===== config.mk =====
export PLATFORM = sky130hd
export DESIGN_NAME = ntt_butterfly_flat
export DESIGN_NICKNAME = d
export VERILOG_FILES = /design/src/rtl/kyber_pkg.sv /design/src/rtl/ntt_butterfly_if.sv /design/src/rtl/mont_reduce.sv /design/src/rtl/ntt_butterfly.sv /design/src/flat_wrapper.sv
export SDC_FILE = /design/constraint.sdc
export NUM_CORES = 1
export LEC_CHECK = 0
export CORE_UTILIZATION = 25
export DETAILED_ROUTE_END_ITERATION = 12
export SLEW_MARGIN = 5
export SYNTH_ARGS = -nofsm -noshare
export SYNTH_HDL_FRONTEND = slang
export SYNTH_HIERARCHICAL = 1
export SYNTH_SLANG_ARGS = --single-unit

===== constraint.sdc =====
create_clock -name clk -period 19.3 [get_ports clk]
set_input_delay 3.86 -clock clk [delete_from_list [all_inputs] [get_ports clk]]
set_output_delay 3.86 -clock clk [all_outputs]
set_load 0.03 [all_outputs]

===== src/rtl/kyber_pkg.sv =====
// Shared Kyber constants, coefficient type and canonical-range helper.
// Used by ntt_butterfly and mont_reduce.
package kyber_pkg;

  localparam int KYBER_Q      = 3329;
  localparam int KYBER_QINV   = -3327;
  localparam int KYBER_MONT_R = 2285;

  typedef logic signed [15:0] coeff_t;

  // Folds a value in (-q, 2q) into [0, q-1].
  function automatic coeff_t mod_norm(input logic signed [16:0] x);
    logic signed [16:0] r;
    if (x < 0) begin
      r = x + 17'(KYBER_Q);
    end else if (x >= 17'(KYBER_Q)) begin
      r = x - 17'(KYBER_Q);
    end else begin
      r = x;
    end
    return coeff_t'(16'(r));
  endfunction

endpackage


===== src/rtl/ntt_butterfly_if.sv =====
// Coefficient-pair stream into and out of the NTT butterfly.
// The inv lane exists only when NTT_INTT_EN is defined.
interface ntt_butterfly_if #(
  parameter int unsigned ADDR_W = 8
);
  import kyber_pkg::*;

  logic              in_valid;
  logic              in_ready;
  coeff_t            a_in;
  coeff_t            b_in;
  coeff_t            zeta_in;
  logic [ADDR_W-1:0] addr1_in;
  logic [ADDR_W-1:0] addr2_in;
`ifdef NTT_INTT_EN
  logic              inv;
`endif
  logic              out_valid;
  logic              out_ready;
  coeff_t            a_out;
  coeff_t            b_out;
  logic [ADDR_W-1:0] addr1_out;
  logic [ADDR_W-1:0] addr2_out;

  modport slave (
    input  in_valid, a_in, b_in, zeta_in, addr1_in, addr2_in, out_ready,
`ifdef NTT_INTT_EN
    input  inv,
`endif
    output in_ready, out_valid, a_out, b_out, addr1_out, addr2_out
  );

  modport master (
    output in_valid, a_in, b_in, zeta_in, addr1_in, addr2_in, out_ready,
`ifdef NTT_INTT_EN
    output inv,
`endif
    input  in_ready, out_valid, a_out, b_out, addr1_out, addr2_out
  );

endinterface


===== src/rtl/mont_reduce.sv =====
// Combinational Montgomery reduction: t = p * 2^-16 mod q, result in (-q, q).
// Shared with the pointwise-multiply block.
module mont_reduce
  import kyber_pkg::*;
(
  input  logic signed [31:0] p,
  output coeff_t             t
);

  localparam logic [15:0] QINV16 = 16'(KYBER_QINV);

  logic [15:0]        u;
  logic signed [31:0] uq;
  logic signed [31:0] diff;

  always_comb begin
    u    = p[15:0] * QINV16;
    uq   = 32'($signed(u)) * KYBER_Q;
    // Low 16 bits of diff are zero by construction, so the shift is exact.
    diff = p - uq;
    t    = coeff_t'(16'(diff >>> 16));
  end

endmodule


===== src/rtl/ntt_butterfly.sv =====
// Three-stage Kyber Cooley-Tukey butterfly with in-place address tags and a global stall.
// Defining NTT_INTT_EN adds the Gentleman-Sande (inverse) mode selected per pair by bus.inv.
module ntt_butterfly
  import kyber_pkg::*;
#(
  parameter int unsigned ADDR_W = 8,
  parameter int unsigned DATA_W = 16
) (
  input logic              clk,
  input logic              reset,
  ntt_butterfly_if.slave   bus
);

  logic stall;
  logic en;

  logic                     v1_q, v2_q, v3_q;
  logic signed [DATA_W-1:0] a1_q, b1_q, z1_q;
  logic signed [DATA_W-1:0] a2_q;
  logic signed [31:0]       p2_q;
  logic [ADDR_W-1:0]        ad1_1_q, ad2_1_q, ad1_2_q, ad2_2_q, ad1_3_q, ad2_3_q;
  coeff_t                   a3_q, b3_q;
`ifdef NTT_INTT_EN
  logic                     inv1_q, inv2_q;
`endif

  logic signed [31:0]       p_d;
  logic signed [DATA_W-1:0] a2_d;
  coeff_t                   t2;
  coeff_t                   a3_d, b3_d;

  assign stall        = v3_q & ~bus.out_ready;
  assign en           = ~stall;
  assign bus.in_ready = en;

  always_comb begin
    p_d  = 32'(b1_q) * 32'(z1_q);
    a2_d = a1_q;
`ifdef NTT_INTT_EN
    // Inverse mode: sum is final here and rides stage 2 to keep latency at 3.
    if (inv1_q) begin
      a2_d = mod_norm(17'(a1_q) + 17'(b1_q));
      p_d  = 32'(mod_norm(17'(a1_q) - 17'(b1_q))) * 32'(z1_q);
    end
`endif
  end

  mont_reduce u_mont_reduce (
    .p (p2_q),
    .t (t2)
  );

  always_comb begin
    a3_d = mod_norm(17'(a2_q) + 17'(t2));
    b3_d = mod_norm(17'(a2_q) - 17'(t2));
`ifdef NTT_INTT_EN
    if (inv2_q) begin
      a3_d = a2_q;
      b3_d = mod_norm(17'(t2));
    end
`endif
  end

  always_ff @(posedge clk or negedge reset) begin
    if (!reset) begin
      v1_q    <= 1'b0;
      v2_q    <= 1'b0;
      v3_q    <= 1'b0;
      a1_q    <= '0;
      b1_q    <= '0;
      z1_q    <= '0;
      a2_q    <= '0;
      p2_q    <= '0;
      ad1_1_q <= '0;
      ad2_1_q <= '0;
      ad1_2_q <= '0;
      ad2_2_q <= '0;
      ad1_3_q <= '0;
      ad2_3_q <= '0;
      a3_q    <= '0;
      b3_q    <= '0;
`ifdef NTT_INTT_EN
      inv1_q  <= 1'b0;
      inv2_q  <= 1'b0;
`endif
    end else if (en) begin
      v1_q <= bus.in_valid;
      v2_q <= v1_q;
      v3_q <= v2_q;
      if (bus.in_valid) begin
        a1_q    <= bus.a_in;
        b1_q    <= bus.b_in;
        z1_q    <= bus.zeta_in;
        ad1_1_q <= bus.addr1_in;
        ad2_1_q <= bus.addr2_in;
`ifdef NTT_INTT_EN
        inv1_q  <= bus.inv;
`endif
      end
      if (v1_q) begin
        a2_q    <= a2_d;
        p2_q    <= p_d;
        ad1_2_q <= ad1_1_q;
        ad2_2_q <= ad2_1_q;
`ifdef NTT_INTT_EN
        inv2_q  <= inv1_q;
`endif
      end
      if (v2_q) begin
        a3_q    <= a3_d;
        b3_q    <= b3_d;
        ad1_3_q <= ad1_2_q;
        ad2_3_q <= ad2_2_q;
      end
    end
  end

  assign bus.out_valid = v3_q;
  assign bus.a_out     = a3_q;
  assign bus.b_out     = b3_q;
  assign bus.addr1_out = ad1_3_q;
  assign bus.addr2_out = ad2_3_q;

endmodule


===== src/flat_wrapper.sv =====
// flat-port wrapper written by rule: the top's interface ports become plain ports
module ntt_butterfly_flat import kyber_pkg::*;
#(
  parameter int unsigned ADDR_W = 8,
  parameter int unsigned DATA_W = 16
)
  (clk, reset, bus_in_valid, bus_a_in, bus_b_in, bus_zeta_in, bus_addr1_in, bus_addr2_in, bus_out_ready, bus_in_ready, bus_out_valid, bus_a_out, bus_b_out, bus_addr1_out, bus_addr2_out);
  ntt_butterfly_if #(.ADDR_W(ADDR_W)) bus_i ();
  input logic clk;
  input logic reset;
  input wire logic [$bits(bus_i.in_valid)-1:0] bus_in_valid;
  input wire logic [$bits(bus_i.a_in)-1:0] bus_a_in;
  input wire logic [$bits(bus_i.b_in)-1:0] bus_b_in;
  input wire logic [$bits(bus_i.zeta_in)-1:0] bus_zeta_in;
  input wire logic [$bits(bus_i.addr1_in)-1:0] bus_addr1_in;
  input wire logic [$bits(bus_i.addr2_in)-1:0] bus_addr2_in;
  input wire logic [$bits(bus_i.out_ready)-1:0] bus_out_ready;
  output wire logic [$bits(bus_i.in_ready)-1:0] bus_in_ready;
  output wire logic [$bits(bus_i.out_valid)-1:0] bus_out_valid;
  output wire logic [$bits(bus_i.a_out)-1:0] bus_a_out;
  output wire logic [$bits(bus_i.b_out)-1:0] bus_b_out;
  output wire logic [$bits(bus_i.addr1_out)-1:0] bus_addr1_out;
  output wire logic [$bits(bus_i.addr2_out)-1:0] bus_addr2_out;
  assign bus_i.in_valid = bus_in_valid;
  assign bus_i.a_in = bus_a_in;
  assign bus_i.b_in = bus_b_in;
  assign bus_i.zeta_in = bus_zeta_in;
  assign bus_i.addr1_in = bus_addr1_in;
  assign bus_i.addr2_in = bus_addr2_in;
  assign bus_i.out_ready = bus_out_ready;
  assign bus_in_ready = bus_i.in_ready;
  assign bus_out_valid = bus_i.out_valid;
  assign bus_a_out = bus_i.a_out;
  assign bus_b_out = bus_i.b_out;
  assign bus_addr1_out = bus_i.addr1_out;
  assign bus_addr2_out = bus_i.addr2_out;
  ntt_butterfly #(.ADDR_W(ADDR_W), .DATA_W(DATA_W)) u_core (.clk(clk), .reset(reset), .bus(bus_i));
endmodule

---- Word level (Yosys, flattened, before mapping) ----
Cells that the tools add are included.
storage, ports and cells
  bits in registers ....................... 179
  output and inout port bits .............. 50
  logic and storage cells ................. 40
operators by class
  $add $sub $neg .......................... 7
  multiply operators ...................... 3
  $lt $le $gt $ge ......................... 4
  multiplexer cells ....................... 4
  bitwise gates (word level) .............. 3
  reduce and logical (&&, ||, !) cells .... 3
operators with widths
  cell                                                                                    count
  16-bit 2-to-1 mux                                                                       4
  17-bit by 13-bit greater-or-equal comparator with 1-bit output (second input constant)  2
  17-bit by 1-bit less-than comparator with 1-bit output (second input constant)          2
  16-bit by 13-bit adder with 16-bit output (second input constant)                       2
  16-bit by 16-bit multiplier with 32-bit output                                          1
  16-bit by 13-bit subtractor with 16-bit output (second input constant)                  2
  32-bit by 29-bit subtractor with 32-bit output                                          1
  16-bit by 13-bit multiplier with 29-bit output (second input constant)                  1
  16-bit by 16-bit adder with 17-bit output                                               1
  16-bit by 16-bit subtractor with 17-bit output                                          1
  16-bit by 13-bit multiplier with 16-bit output (second input constant)                  1
  2-bit AND reduction                                                                     3
  1-bit NOT                                                                               2
  1-bit AND                                                                               1

---- Depth between registers and ports, before layout ----
Gate-level depths: netlist of run 1.
  depth in word-level cells ............... 7
  mapped depth ............................ 44
  gate-level depth less buffers ........... 41

---- By module ----
The synthesis of run 1 kept the hierarchy.
modules (own cells, without submodules)
  module         instances  cells an instance  area an instance (µm²)  sequential area each (µm²)
  ntt_butterfly  1          2103               19980.4                 4479.3
  mont_reduce    1          543                4763.3                  0.0

---- Worst setup path before layout of run 1 ----
OpenSTA, ideal clock, no wires.
  path type ............................... register to register
  from .................................... reg u_core.p2_q[4]
  to ...................................... reg u_core.a3_q[2] (netlist: u_core/bus.a_out[2])
  arrival time ............................ 11189 ps
  data required time ...................... 19174 ps
  slack ................................... 7985 ps
  stages on the path, launching flop included .. 43
  buffers on the path ..................... 2
  period minus slack after synthesis ...... 11315 ps
  cell sequence ........................... dfrtp_1 > ha_1 > fa_1 > inv_1 > fa_1 > inv_1 > fa_1 > ha_1 > ha_1 > ha_1 > a21o_1 > a21oi_1 > xnor2_1 > xnor2_2 > ha_1 > ha_1 > inv_1 > fa_1 > [... 7 more ...] > and4_1 > and2_1 > nand2_1 > a21oi_4 > nor3_1 > xnor2_1 > inv_1 > ha_1 > buf_2 > inv_1 > a21oi_1 > mux2_2 > a31o_2 > a311oi_2 > o2111ai_4 > or2_1 > mux2i_1 > a221o_1
on the way
  cells in the longest elaborated chain, start to end .. 7
  elaborated cells on any way between the ends .. 10
  those cells by class .................... add/sub (4); mul (2); order compare (2); mux (2)
RTL lines
  what                                                            RTL line              RTL
  start, declared                                                 ntt_butterfly.sv:20   logic signed [31:0] p2_q;
  start signal, assigned                                          ntt_butterfly.sv:102  p2_q <= p_d;
  16-bit by 13-bit multiplier with 16-bit output                  mont_reduce.sv:17     u = p[15:0] * QINV16;
  16-bit by 13-bit multiplier with 29-bit output                  mont_reduce.sv:18     uq = 32'($signed(u)) * KYBER_Q;
  32-bit by 29-bit subtractor with 32-bit output *                mont_reduce.sv:20     diff = p - uq;
  via u_core.t2[11]                                               ntt_butterfly.sv:29   coeff_t t2;
  16-bit by 16-bit adder with 17-bit output *                     ntt_butterfly.sv:54   a3_d = mod_norm(17'(a2_q) + 17'(t2));
  17-bit by 13-bit greater-or-equal comparator with 1-bit output  kyber_pkg.sv:16       end else if (x >= 17'(KYBER_Q)) begin
  16-bit 2-to-1 mux                                               kyber_pkg.sv:16
  16-bit 2-to-1 mux *                                             kyber_pkg.sv:14       if (x < 0) begin
  end signal, assigned                                            ntt_butterfly.sv:80   a3_q <= '0;
  end signal, assigned                                            ntt_butterfly.sv:110  a3_q <= a3_d;
  end, declared                                                   ntt_butterfly.sv:22   coeff_t a3_q, b3_q;
The timed path passes the listed nets; every way through them passes the cells marked *.
A chain may end at the register's enable or synchronous reset.

---- Final worst setup path of run 1 ----
  from .................................... reg u_core.p2_q[5]
  to ...................................... reg u_core.a3_q[2] (netlist: u_core/bus.a_out[2])
Same word-level chain as after synthesis.

==> qor.txt, run 1 <==
CTS
----------------------------------------------------------------------------------------------------
Total of hold buffers inserted after clock tree synthesis                                          0
Max Buffers Root-to-Sink                                                                           2
Skew-Pair Late Insertion Delay                                                               0.50 ns
Root buffer cell                                                                        sky130_fd_sc_hd__clkbuf_16
Maximum level of the CTS H-tree                                                                    4
Clock tree sinks                                                                                 179
Number of CTS-inserted buffers                                                                    17
Resize count post-CTS                                                                              0
Post CTS Setup Buffer Count                                                                        0
TritonCTS clock tree                                                                             yes
Clock-pin slew reported for the worst setup and hold paths after clock tree synthesis        0.08 ns

TIMING
----------------------------------------------------------------------------------------------------
Worst-case hold slack                                                                       0.457 ns
Worst clock skew on the final layout                                                       0.0222 ns
Final setup violation count                                                                        0
Maximum clock frequency                                                                     85.1 MHz
Min Clock Period, post-route                                                                11.76 ns
Count of pins over their slew limit                                                                0
Slew margin rel.                                                                               26.3%
Setup TNS after final layout                                                                    0 ns
Tcrit/Tclk final                                                                               60.9%
Transition time at the pin with the least slew margin                                        1.10 ns
Number of hold violations in the final report                                                      0
Setup repair after global routing missed its margin                                            false

LAYOUT
----------------------------------------------------------------------------------------------------
Area Overhead vs Synth                                                                         12.5%
Area of combinational cells with multiple inputs                                        0.0180 sq mm
Share of layout cells above drive strength 1                                                   7.08%
Combined flip-flop and latch cell area                                                  0.00448 sq mm
Nets@finish                                                                                     3358
Fillcell total                                                                                 10400
Final Instance Area                                                                     0.0278 sq mm
Final core utilization                                                                         28.3%

SYNTHESIS
----------------------------------------------------------------------------------------------------
Number of instances in the synthesized netlist                                                  2646
Yosys top cell area share                                                                      26.0%
Number of synthesized register bits                                                              179
Cell Area, Synth                                                                        0.0247 sq mm
Library cell occupying the most area in the post-synthesis netlist                      sky130_fd_sc_hd__fa_1
Share of synthesized area occupied by flip-flops and latches                                   18.1%
Top cells by area in the synthesized netlist                                            sky130_fd_sc_hd__fa_1, sky130_fd_sc_hd__dfrtp_1, sky130_fd_sc_hd__ha_1
Synthesized net count                                                                           3304
Warnings from Yosys                                                                                6
Count of flip-flops with a built-in enable after synthesis                                         0
Distinct cell type count after synthesis                                                          98
Mean instance size in the synthesized netlist                                             9.35 sq um
Ys async rst share                                                                              100%
Dominant register cell in the synthesized netlist                                       sky130_fd_sc_hd__dfrtp_1

GLOBAL ROUTE
----------------------------------------------------------------------------------------------------
Number of antenna violations at the first check in global routing                                  1
Via count of the first global-routing pass                                                     17800
Overall overflow remaining after global route                                                      0
Pin count of the biggest net entering global routing                                              79
Total global-route track usage                                                                 11.9%
Wire length of the first global-routing pass                                                 94.8 mm

SETUP PATH
----------------------------------------------------------------------------------------------------
Nature of the critical path endpoint                                                            flop
Register-to-Register Setup Slack                                                             7.54 ns
Category of the critical setup timing path                                                reg -> reg
Largest driver fanout on the critical path                                                        27
Worst path bufs/invs                                                                               8
Critical Path Start                                                                     u_core/p2_q[5]
Arrival @ worst endpoint                                                                    12.14 ns
Cell occurring most often along the worst timing path                                   sky130_fd_sc_hd__ha_1
Critical R2R Capture                                                                    u_core/bus.a_out[2]
Crit path largest cell delay                                                                 0.54 ns
Critical path's top delay family                                                         adder cells
Worst path slowest cell                                                                 sky130_fd_sc_hd__fa_1
Required time of the worst setup path                                                       19.69 ns
Type of element launching the critical path                                                     flop
Count of cells along the worst register-to-register path                                          40
FF-to-FF Start                                                                          u_core/p2_q[5]

DIE
----------------------------------------------------------------------------------------------------
Row Count                                                                                        115
Die Wd                                                                                   317 microns
Initial standard-cell utilization of the core                                                  25.2%
Core region area                                                                        0.0983 sq mm
Top-level port count                                                                             118
Die outline height                                                                       317 microns
Die Area                                                                                 0.100 sq mm

PLACEMENT
----------------------------------------------------------------------------------------------------
Half-perimeter wire length after detailed placement                                          47.1 mm
Number of buffer cells added on primary ports                                                    117
Total cell area at the placement stage                                                  0.0273 sq mm
RePlAce Congestion                                                                             0.853

DETAILED ROUTING
----------------------------------------------------------------------------------------------------
DRC errors left                                                                                    0
Via density per instance                                                                        4.45
Number of design-rule violations left by the first detailed-router iteration                     891
Drt wl/cell                                                                             14.5 microns
Aggregate routed wire length                                                                 58.0 mm
Iteration count of the initial detailed-routing pass                                               7
Vias after detailed routing                                                                    17800
Post-detailed-route count of antenna-violating nets                                                0

RUN
----------------------------------------------------------------------------------------------------
Total of max-cap violations                                                                        0

WORST HOLD PATH
----------------------------------------------------------------------------------------------------
Path class of the lowest-slack min-delay path                                             reg -> reg
Min-Delay Endpoint                                                                      u_core/bus.addr1_out[4]
Worst hold path stage count                                                                        2
Worst Hold Launch                                                                       u_core/ad1_2_q[4]

OUTCOME
----------------------------------------------------------------------------------------------------
Status                                                                                  finished clean

[worst min-delay path, cell delays in order, from the launching register on]
cell                      delay, ns
sky130_fd_sc_hd__dfrtp_1       0.34
sky130_fd_sc_hd__nand2_1       0.05
sky130_fd_sc_hd__nand2_1       0.04
[area by class of cell]
cell class,instances,area share [%]
Multi-Input combinational cell,1857,64.5
Sequential cell,179,16.1
Inverter,516,6.96
Tap cell,1287,5.78
Timing Repair Buffer,129,4.54
Clock buffer,20,1.60
Clock inverter,12,0.499
Antenna cell,1,0.00899
[cell usage after synthesis (14+ instances only)]
library cell               number
sky130_fd_sc_hd__inv_1        515
sky130_fd_sc_hd__fa_1         321
sky130_fd_sc_hd__nand2_1      287
sky130_fd_sc_hd__ha_1         269
sky130_fd_sc_hd__dfrtp_1      179
sky130_fd_sc_hd__and2_1       121
sky130_fd_sc_hd__mux2_2       103
sky130_fd_sc_hd__nor2_1        87
sky130_fd_sc_hd__xnor2_1       82
sky130_fd_sc_hd__clkbuf_1      78
sky130_fd_sc_hd__a21oi_1       72
sky130_fd_sc_hd__o21ai_0       67
sky130_fd_sc_hd__nor3_1        38
sky130_fd_sc_hd__o21ai_1       37
sky130_fd_sc_hd__nand3_1       30
sky130_fd_sc_hd__xor2_1        30
sky130_fd_sc_hd__a21o_1        23
sky130_fd_sc_hd__nand2b_1      20
sky130_fd_sc_hd__mux2i_1       15
sky130_fd_sc_hd__a211oi_1      14
sky130_fd_sc_hd__and3_1        14
sky130_fd_sc_hd__o211ai_1      14
[registers in the layout, summed over array words and instances, names as in the netlist]
register / count
u_core/v1_q: 1
u_core/bus.a_out: 16
u_core/bus.addr1_out: 8
u_core/b1_q: 16
u_core/bus.out_valid: 1
u_core/ad1_2_q: 8
u_core/ad2_1_q: 8
u_core/a2_q: 16
u_core/a1_q: 16
u_core/p2_q: 32
u_core/v2_q: 1
u_core/bus.b_out: 16
u_core/bus.addr2_out: 8
u_core/z1_q: 16
u_core/ad1_1_q: 8
u_core/ad2_2_q: 8
[metal layers]
layer | routed length, microns | GRT usage (%) | vias up | part of all wire (%)
met5 | 0 | 0 | - | 0
met4 | 934 | 3.13 | 0 | 1.6
met3 | 2190 | 1.82 | 52 | 3.8
met2 | 26600 | 19.0 | 339 | 46
met1 | 28300 | 16.6 | 8804 | 49
li1 | - | - | 8607 | -
[kinds of logic (layout without fill, tap and decap cells)]
logic type,count (synthesis),after routing,share of synthesized area (%)
multiplexers,118,118,5.29
other,0,1,0
XOR/XNOR,114,114,4.10
AND/OR/NAND/NOR,674,674,13.4
buffers and inverters,610,677,9.36
adder cells (fa/ha/maj),590,590,39.6
AO/OA/AOI/OAI,361,361,10.2
flip-flops,179,179,18.1
[cell usage in the layout (no fill, tap or decap), types with 5 or more instances in the layout]
master                            netlist  final
sky130_fd_sc_hd__a21oi_1               72     72
sky130_fd_sc_hd__mux2i_1               15     15
sky130_fd_sc_hd__a21o_1                23     23
sky130_fd_sc_hd__and3_1                14     14
sky130_fd_sc_hd__and4_1                 6      6
sky130_fd_sc_hd__dfrtp_1              179    179
sky130_fd_sc_hd__inv_1                515    515
sky130_fd_sc_hd__a211oi_1              14     14
sky130_fd_sc_hd__nand3_1               30     30
sky130_fd_sc_hd__buf_4                  2     12
sky130_fd_sc_hd__nor3_1                38     38
sky130_fd_sc_hd__o31ai_1               13     13
sky130_fd_sc_hd__o21bai_1               7      7
sky130_fd_sc_hd__nor2b_1               13     13
sky130_fd_sc_hd__o21ai_0               67     67
sky130_fd_sc_hd__or3_1                  9      9
sky130_fd_sc_hd__and2_1               121    122
sky130_fd_sc_hd__clkbuf_16              0     17
sky130_fd_sc_hd__clkdlybuf4s50_1        0    116
sky130_fd_sc_hd__xor2_1                30     30
sky130_fd_sc_hd__inv_8                  0      5
sky130_fd_sc_hd__a31oi_1               13     13
sky130_fd_sc_hd__o21ai_1               37     37
sky130_fd_sc_hd__mux2_2               103    103
sky130_fd_sc_hd__o22ai_1                7      7
sky130_fd_sc_hd__nor4_1                 7      7
sky130_fd_sc_hd__ha_1                 269    269
sky130_fd_sc_hd__nand2_1              287    284
sky130_fd_sc_hd__nand3b_1               5      5
sky130_fd_sc_hd__nand4_1                7      7
sky130_fd_sc_hd__o211ai_1              14     14
sky130_fd_sc_hd__nand2b_1              20     20
sky130_fd_sc_hd__nor2_1                87     87
sky130_fd_sc_hd__xnor2_1               82     82
sky130_fd_sc_hd__fa_1                 321    321
sky130_fd_sc_hd__o21a_1                 9      9
sky130_fd_sc_hd__a2111o_1               5      5
[worst max path at each step]
stage | end | slack [ns] | cells past startpoint
3_3_place_gp | u_core/bus.a_out[2] | 7.74 | 40
2_1_floorplan | u_core/bus.a_out[2] | 7.99 | 42
6_report | u_core/bus.a_out[2] | 7.54 | 40
5_1_grt | u_core/bus.a_out[2] | 6.87 | 40
4_1_cts | u_core/bus.a_out[2] | 7.51 | 40
3_5_place_dp | u_core/bus.a_out[2] | 7.56 | 40
[per-stage QoR]
stage / worst slack [ns] / instances
global route: 6.87 / 4000
detailed placement: 7.56 / 3968
global placement: 7.74 / 3968
floorplan: 7.99 / 2646
CTS: 7.51 / 4000
finish: 7.54 / 4001
Power of run 1 is not shown: default switching activity piles up to over one toggle a cycle in this logic, so the estimate is an artifact.
==> run 2: changes to the inputs <==
==> constraint.sdc (replaced) <==
create_clock -name clk -period 10.5 [get_ports clk]
set_input_delay 2.1 -clock clk [delete_from_list [all_inputs] [get_ports clk]]
set_output_delay 2.1 -clock clk [all_outputs]
set_load 0.03 [all_outputs]
==> qor.txt, run 2 (synthesized netlist as in run 1, its figures left out) <==
OUTCOME
----------------------------------------------------------------------------------------------------
Status                                                                                  finished clean

LAYOUT
----------------------------------------------------------------------------------------------------
Highest-count cells in the layout ignoring fill and taps                                sky130_fd_sc_hd__inv_1, sky130_fd_sc_hd__fa_1, sky130_fd_sc_hd__nand2_1
Max reg flops                                                                                     32
Nets@finish                                                                                     3481
Share of layout cells above drive strength 1                                                   14.8%
Final Instance Area                                                                     0.0296 sq mm
ANT cells                                                                                          0
Area Overhead vs Synth                                                                         19.6%
Final cell count without fillers                                                                4123
Register with the highest flop count                                                     u_core/p2_q
Leading cell type in the layout, fill and taps excluded                                 sky130_fd_sc_hd__inv_1

GLOBAL ROUTE
----------------------------------------------------------------------------------------------------
Overall overflow remaining after global route                                                      0
Number of antenna violations at the first check in global routing                                  0
Via count of the first global-routing pass                                                     18500
Wire length of the first global-routing pass                                                 98.5 mm
Pin count of the biggest net entering global routing                                              84
Total global-route track usage                                                                 12.3%

SETUP PATH
----------------------------------------------------------------------------------------------------
Nature of the critical path endpoint                                                            flop
Required time of the worst setup path                                                       10.88 ns
Largest driver fanout on the critical path                                                         6
Crit path largest cell delay                                                                 0.55 ns
Category of the critical setup timing path                                                reg -> reg
Type of element launching the critical path                                                     flop
Worst path slowest cell                                                                 sky130_fd_sc_hd__fa_1
Arrival @ worst endpoint                                                                    10.57 ns

DETAILED ROUTING
----------------------------------------------------------------------------------------------------
Via density per instance                                                                        4.46
DRC errors left                                                                                    0
Number of design-rule violations left by the first detailed-router iteration                    1061
Vias after detailed routing                                                                    18400
Post-detailed-route count of antenna-violating nets                                                0
Iteration count of the initial detailed-routing pass                                               5
Drt wl/cell                                                                             14.7 microns
Aggregate routed wire length                                                                 60.4 mm

TIMING
----------------------------------------------------------------------------------------------------
Final setup violation count                                                                        0
Slew margin rel.                                                                               30.5%
Worst-case hold slack                                                                       0.458 ns
Maximum clock frequency                                                                     98.1 MHz
Count of pins over their slew limit                                                                0
Min Clock Period, post-route                                                                10.19 ns
Worst clock skew on the final layout                                                       0.0248 ns
Transition time at the pin with the least slew margin                                        1.04 ns
Tcrit/Tclk final                                                                               97.1%
Number of hold violations in the final report                                                      0

CTS
----------------------------------------------------------------------------------------------------
Root buffer cell                                                                        sky130_fd_sc_hd__clkbuf_16
Clock-pin slew reported for the worst setup and hold paths after clock tree synthesis        0.08 ns
Clock tree sinks                                                                                 179
Maximum level of the CTS H-tree                                                                    4
TritonCTS clock tree                                                                             yes
Skew-Pair Late Insertion Delay                                                               0.49 ns
Max Buffers Root-to-Sink                                                                           2
Number of CTS-inserted buffers                                                                    17
Total of hold buffers inserted after clock tree synthesis                                          0

DIE
----------------------------------------------------------------------------------------------------
Row Count                                                                                        115
Core region area                                                                        0.0983 sq mm
Die Area                                                                                 0.100 sq mm
Initial standard-cell utilization of the core                                                  25.2%
Top-level port count                                                                             118
Die Wd                                                                                   317 microns
Die outline height                                                                       317 microns

PLACEMENT
----------------------------------------------------------------------------------------------------
Total cell area at the placement stage                                                  0.0280 sq mm
Dpl cells                                                                                       4050
Number of buffer cells added on primary ports                                                    117
Half-perimeter wire length after detailed placement                                          48.4 mm
RePlAce Congestion                                                                             0.910

RUN
----------------------------------------------------------------------------------------------------
Total of max-cap violations                                                                        0

WORST HOLD PATH
----------------------------------------------------------------------------------------------------
Path class of the lowest-slack min-delay path                                             reg -> reg

-- run 2: changes by cell type in the layout (fill, tap and decap cells not counted), sizes merged --
cell	previous run	this run
inv	523	521
clkinv	4	7
buf	12	132
bufinv	1	0
clkinvlp	0	2
nand4b	2	3
diode	1	0
-- run 2: layout make-up --
| cell class | instances | area (sq um) |
|---|---|---|
| timing repair buffer | 251 | 2250 |
| fill | 10300 | 68700 |
| clock buffer | 18 | 439 |
| inverter | 516 | 1940 |
| clock inverter | 14 | 141 |
| sequential | 179 | 4480 |
| tap | 1287 | 1610 |
| multi-input combinational | 1858 | 18700 |
-- run 2: timing repair --
action                                  in CTS  in global routing
endpoints found under the setup margin      19                 32
gates resized for setup                      9                111
buffers inserted                             2                 36
gates cloned                                 1                  2
pin swaps                                    1                 61
-- run 2: routing by layer --
layer	part of all wire (%)	routed length, microns	global-route usage, %
met5	0	0	0
met4	1.8	1100	3.16
met3	3.3	1970	1.64
met2	46	28000	19.6
met1	49	29400	17.4
-- run 2: worst paths after layout --
path | start | to | slack, ns | cells past startpoint
max | u_core/p2_q[5] | u_core/bus.a_out[2] | 0.31 | 39
min | u_core/ad1_2_q[0] | u_core/bus.addr1_out[0] | 0.46 | 2
max reg2reg | u_core/p2_q[5] | u_core/bus.a_out[2] | 0.31 | 39
min reg2reg | u_core/ad1_2_q[0] | u_core/bus.addr1_out[0] | 0.46 | 2
max in group asynchronous | reset | u_core/p2_q[9] | 7.59 | 2
min in group asynchronous | reset | u_core/bus.b_out[5] | 1.52 | 1
-- run 2: worst max-delay path: cells and delay by family, from the launching register on --
kind / cells / cell delay, ns
AOI/OAI and AO/OA: 9 / 2.23
muxes: 2 / 0.33
DFF: 1 / 0.38
xor gates and xnor gates: 2 / 0.47
adders and majority gates: 15 / 5.66
buffers and inverters: 8 / 0.62
and+or+nand+nor: 3 / 0.42
-- run 2: through the flow --
stage / setup WS, ns / util (%) / setup TNS, ns
floorplan: 0.0139 / - / 0
global placement: -0.0265 / 28.5 / -0.0400
detailed placement: -0.148 / 28.5 / -1.22
CTS: 0.0172 / 29.1 / 0
global route: -0.0635 / 30.1 / -0.237
finish: 0.306 / 30.1 / 0
Power of run 2 is left out for the same reason.
==> run 3: changes to the inputs <==
--- a/config.mk
+++ b/config.mk
@@ -7,7 +7,7 @@
 export LEC_CHECK = 0
 export CORE_UTILIZATION = 25
 export DETAILED_ROUTE_END_ITERATION = 12
-export SLEW_MARGIN = 5
+export SLEW_MARGIN = 15
 export SYNTH_ARGS = -nofsm -noshare
 export SYNTH_HDL_FRONTEND = slang
 export SYNTH_HIERARCHICAL = 1
==> results of run 3 <==
Same layout as run 2: the final DEF is identical, and so are final timing and power.
Power of run 3 is left out for the same reason.
